### src/rtl/pack_recv.sv
// pack_recv: receive side of the orbtrace packet link. Acquires FF FF FF 7F
// sync, rebuilds 16-byte frames and replays each one as eight 16-bit words.
// Ports:
//   clk, rst_n                clock, async active-low reset
//   DataVal[7:0], DataReady   incoming byte and its one-cycle strobe
//   DataNext                  byte request, high from first clock after reset
//   sync                      frame alignment held
//   WdAvail, PacketWd[15:0]   word strobe and reassembled word
//   PacketReset               pulse on every detected sync sequence
//   SyncLost                  pulse when sync drops on timeout
module pack_recv #(
  parameter int SYNC_TIMEOUT_LOG2 = 18
) (
  input  logic        clk,
  input  logic        rst_n,
  input  logic [7:0]  DataVal,
  input  logic        DataReady,
  output logic        DataNext,
  output logic        sync,
  output logic        WdAvail,
  output logic [15:0] PacketWd,
  output logic        PacketReset,
  output logic        SyncLost
);

  localparam int TW = SYNC_TIMEOUT_LOG2;
  // Last count before the all-ones limit: the drop lands
  // on the clock after the counter reaches the limit.
  localparam logic [TW-1:0] TMO_LAST = {{(TW-1){1'b1}}, 1'b0};

  typedef enum logic {
    IDLE,
    EMIT
  } emitState_t;

  emitState_t  state;
  emitState_t  nextState;

  logic [23:0] hist;
  logic [3:0]  byteCnt;
  logic [15:0] fillBuf [8];
  logic [15:0] emitBuf [8];
  logic [2:0]  emitIdx;
  logic [TW-1:0] tmoCnt;

  logic        match;
  logic        fillEn;
  logic        frameDone;
  logic        timeout;
  logic        wdNext;
  logic [15:0] pwNext;

  // Match uses the three stored bytes plus the byte arriving now.
  assign match = DataReady
              && (DataVal == 8'h7F)
              && (hist == 24'hFFFFFF);

  assign fillEn    = sync && DataReady && !match;
  assign frameDone = fillEn && (byteCnt == 4'hF);
  assign timeout   = sync && !match && (tmoCnt == TMO_LAST);

  // Emitter state register
  always_ff @(posedge clk or negedge rst_n) begin
    if (!rst_n) state <= IDLE;
    else        state <= nextState;
  end

  // Emitter next state; a new frame always restarts at word 0
  always_comb begin
    nextState = state;
    if (frameDone)
      nextState = EMIT;
    else if (state == EMIT && emitIdx == 3'd7)
      nextState = IDLE;
  end

  // Emitter outputs; word 0 comes straight from the fill buffer
  always_comb begin
    wdNext = 1'b0;
    pwNext = PacketWd;
    if (frameDone) begin
      wdNext = 1'b1;
      pwNext = fillBuf[0];
    end else if (state == EMIT) begin
      wdNext = 1'b1;
      pwNext = emitBuf[emitIdx];
    end
  end

  always_ff @(posedge clk or negedge rst_n) begin
    if (!rst_n) begin
      DataNext    <= 1'b0;
      sync        <= 1'b0;
      WdAvail     <= 1'b0;
      PacketWd    <= '0;
      PacketReset <= 1'b0;
      SyncLost    <= 1'b0;
      hist        <= '0;
      byteCnt     <= '0;
      emitIdx     <= '0;
      tmoCnt      <= '0;
      for (int i = 0; i < 8; i++) begin
        fillBuf[i] <= '0;
        emitBuf[i] <= '0;
      end
    end else begin
      DataNext    <= 1'b1;
      WdAvail     <= wdNext;
      PacketWd    <= pwNext;
      PacketReset <= match;
      SyncLost    <= timeout;

      if (DataReady)
        hist <= {hist[15:0], DataVal};

      if (fillEn) begin
        if (byteCnt[0])
          fillBuf[byteCnt[3:1]][15:8] <= DataVal;
        else
          fillBuf[byteCnt[3:1]][7:0] <= DataVal;
        byteCnt <= byteCnt + 4'd1;
      end

      if (frameDone) begin
        for (int i = 0; i < 7; i++)
          emitBuf[i] <= fillBuf[i];
        emitBuf[7] <= {DataVal, fillBuf[7][7:0]};
        emitIdx    <= 3'd1;
      end else if (state == EMIT) begin
        emitIdx <= emitIdx + 3'd1;
      end

      if (match || timeout)
        byteCnt <= '0;

      if (match)
        sync <= 1'b1;
      else if (timeout)
        sync <= 1'b0;

      if (match || !sync || timeout)
        tmoCnt <= '0;
      else
        tmoCnt <= tmoCnt + TW'(1);
    end
  end

endmodule

### config.mk
export PLATFORM = sky130hd
export DESIGN_NAME = pack_recv
export DESIGN_NICKNAME = d
export VERILOG_FILES = /design/src/rtl/pack_recv.sv
export SDC_FILE = /design/constraint.sdc
export NUM_CORES = 1
export LEC_CHECK = 0
export CAP_MARGIN = 0
export CORE_MARGIN = 5
export CORE_UTILIZATION = 62
export DETAILED_ROUTE_END_ITERATION = 7
export PLACE_DENSITY = 0.89
export SLEW_MARGIN = 0
export SYNTH_ARGS = -nofsm -noshare
export SYNTH_HDL_FRONTEND = slang
export SYNTH_SLANG_ARGS = --single-unit
### constraint.sdc
create_clock -name clk -period 2.95 [get_ports clk]
set_clock_uncertainty 0.15 [all_clocks]
set_input_delay 0.295 -clock clk [delete_from_list [all_inputs] [get_ports clk]]
set_output_delay 0.295 -clock clk [all_outputs]
set_load 0.05 [all_outputs]
==> out/metrics.yaml <==
viasPerCell: 6.01
die_w_um: 159
synthesis.nets: 906
cp-start-kind: "flop"
maxSlewHeadroom_pct: 54.7
wl_mm: 28.0
ys_seq_area_share_pct: 57.7
final_nets: 950
io_buffers: 31
grt_overflow: 0
cp-end-kind: "flop"
vias: 7447
initial_utilization_pct: 63.2
synth.top_cells.by_count: "dfrtp_1 (319), mux2_2 (181), mux2_4 (105), nor2_1 (46), mux4_2 (32)"
syn_inst: 890
cts_buffers: 31
htree_levels: 1
synth.distinct_cells: 35
fin_setup_tns_ns: 0
gp_congestion: 0.781
syn_to_final_growth_pct: 13.7
crit_required_ns: 3.23
rsz0062_at_grt: "false"
drtIter0Drc: 542
whs_ns: 0.190
cts.path.max_buffers: 3
synth_top_area_share_pct: 57.7
fillers: 1308
clkLatencyLatePin_ns: 0.55
synth_ff_type: "dfrtp_1"
syn_area_per_cell_sq_um: 15.5
n_antenna_cell: 0
ant_nets: 0
dr.pass1.iters: 7
synth-async-reset-ratio_pct: 100
dieHeight_um: 159
fmax_ghz: 0.414
yosysWarnings: 0
ios: 32
grtUsageTotal_pct: 22.3
cts_sinks: 319
core_area_sq_um: 21900
post_cts_resized: 0
wl_per_cell_um: 22.6
drc: 0
setup_viol: 0
cts_hold_buf: 1
p_per_area_nw_per_um2: 578
hp-class: "in -> async"
synthTopCellsByArea: "dfrtp_1 (58%), mux2_2 (15%), mux2_4 (11%)"
clk_pin_slew_ns: 0.06
status: "completed"
grt_pass1_wl_mm: 46.2
postCtsSetupBuffers: 0
period_needed_ns: 2.41
cts_tree: "built"
crit_type: "reg -> reg"
yosysTopAreaCell: "dfrtp_1"
rows: 54
fin_crit_sh_pct: 81.9
antenna_found_initial: 0
ir_drop_mv: 0.456
drive_gt1_share_pct: 43.4
drv_cap: 0
slew_viol_final: 0
root_buffer: "clkbuf_16"
hold_violations: 0
cp_data_arrival_time_ns: 2.70
grt_max_degree: 87
grt_pass1_vias: 8181
p_leak_uw: 0.00764
syn_area_sq_um: 13800
hpwlAfterDp_mm: 16.6
postSynthRegisterBits: 319
yosysMostFrequentCell: "dfrtp_1"
tightestPinTransition_ns: 0.673
cp_max_fo: 48
die_area_sq_um: 25400
power.total_uw: 9090
synth_edf_count: 0
[metal layers]
metal	vias up	GRT usage [%]	routed length (um)
met2	187	37.4	14000
met5	-	0	0
li1	3299	-	-
met4	0	5.89	682
met1	3912	31.1	12200
met3	49	3.18	1140
[logic make-up after synthesis]
logic type / share of synthesized area (%)
AO/OA/AOI/OAI: 1.06
flip-flops: 57.7
adder cells (fa/ha/maj): 0.452
AND/OR/NAND/NOR: 4.28
multiplexers: 32.7
other: 0.0271
buffers and inverters: 2.62
XOR/XNOR: 1.08
[worst paths after layout]
kind,from,to,slack [ns],cells after the start
hold / removal,rst_n,emitIdx[2],0.19,2
setup / recovery,sync,emitBuf[8],0.54,5
min in group clk,fillBuf[87],emitBuf[87],0.35,1
max in group asynchronous,rst_n,tmoCnt[12],1.64,3
setup reg to reg,sync,emitBuf[8],0.54,5
hold reg to reg,fillBuf[87],emitBuf[87],0.35,1
[state kept, by name (all words and copies together) (netlist names)]
| register | count |
|---|---|
| DataNext | 1 |
| PacketReset | 1 |
| hist | 24 |
| sync | 1 |
| emitBuf | 128 |
| tmoCnt | 18 |
| state | 1 |
| emitIdx | 3 |
| byteCnt | 4 |
| SyncLost | 1 |
| fillBuf | 120 |
| PacketWd | 16 |
| WdAvail | 1 |
[where the power goes]
group,total [uW],switching (uW),internal [uW]
Sequential,4460,33.8,4420
Combinational,234,155,78.7
Clock,4400,1720,2690
Total,9090,1910,7190
[worst max-delay path: stages, from the launching register on]
cell and delay, ns:
dfrtp_1 0.51, and2_1 0.32, and3_1 0.25, and3_4 0.30
buf_12 0.32, mux2_2 0.40
[stage by stage]
| step | std cells | instance area, sq um | worst slack (ns) | utilization (%) |
|---|---|---|---|---|
| after floorplan | 890 | 13800 | 0.505 | - |
| after global placement | 1180 | 14600 | 0.152 | 66.5 |
| after detailed placement | 1180 | 14600 | 0.114 | 66.5 |
| after global routing | 1239 | 15700 | 0.325 | 71.8 |
| final | 1239 | 15700 | 0.535 | 71.8 |
| after CTS | 1239 | 15700 | 0.548 | 71.8 |
[final cells by class]
cell class / instances / area (sq um) / area share [%]
Sequential cell: 319 / 7980 / 50.8
Multi-Input combinational cell: 507 / 5490 / 34.9
Clock buffer: 34 / 807 / 5.13
Timing Repair Buffer: 69 / 728 / 4.63
Tap cell: 280 / 350 / 2.23
Clock inverter: 24 / 348 / 2.21
Inverter: 6 / 22.5 / 0.143
[cells in the final DEF, fill, tap and decap left out, types with 3 or more instances in the layout]
cell | synthesis | routed
buf_12 | 0 | 10
clkinvlp_4 | 0 | 5
xor2_1 | 9 | 9
mux2_4 | 105 | 105
clkbuf_16 | 0 | 31
bufinv_16 | 0 | 8
mux4_2 | 32 | 32
dfrtp_1 | 319 | 318
clkdlybuf4s50_1 | 0 | 30
mux2i_1 | 18 | 18
buf_4 | 0 | 27
nor2_1 | 46 | 46
ha_1 | 5 | 5
mux2_2 | 181 | 181
xnor2_1 | 8 | 8
clkinv_2 | 0 | 7
nor4_1 | 3 | 3
nor2b_1 | 5 | 5
nor3_1 | 4 | 4
clkinv_4 | 0 | 3
nand2_1 | 10 | 10
nand3_1 | 20 | 20
nand4_1 | 19 | 19
a21oi_1 | 20 | 20
inv_1 | 6 | 6
No activity file was read; power rests on OpenSTA's default activity.
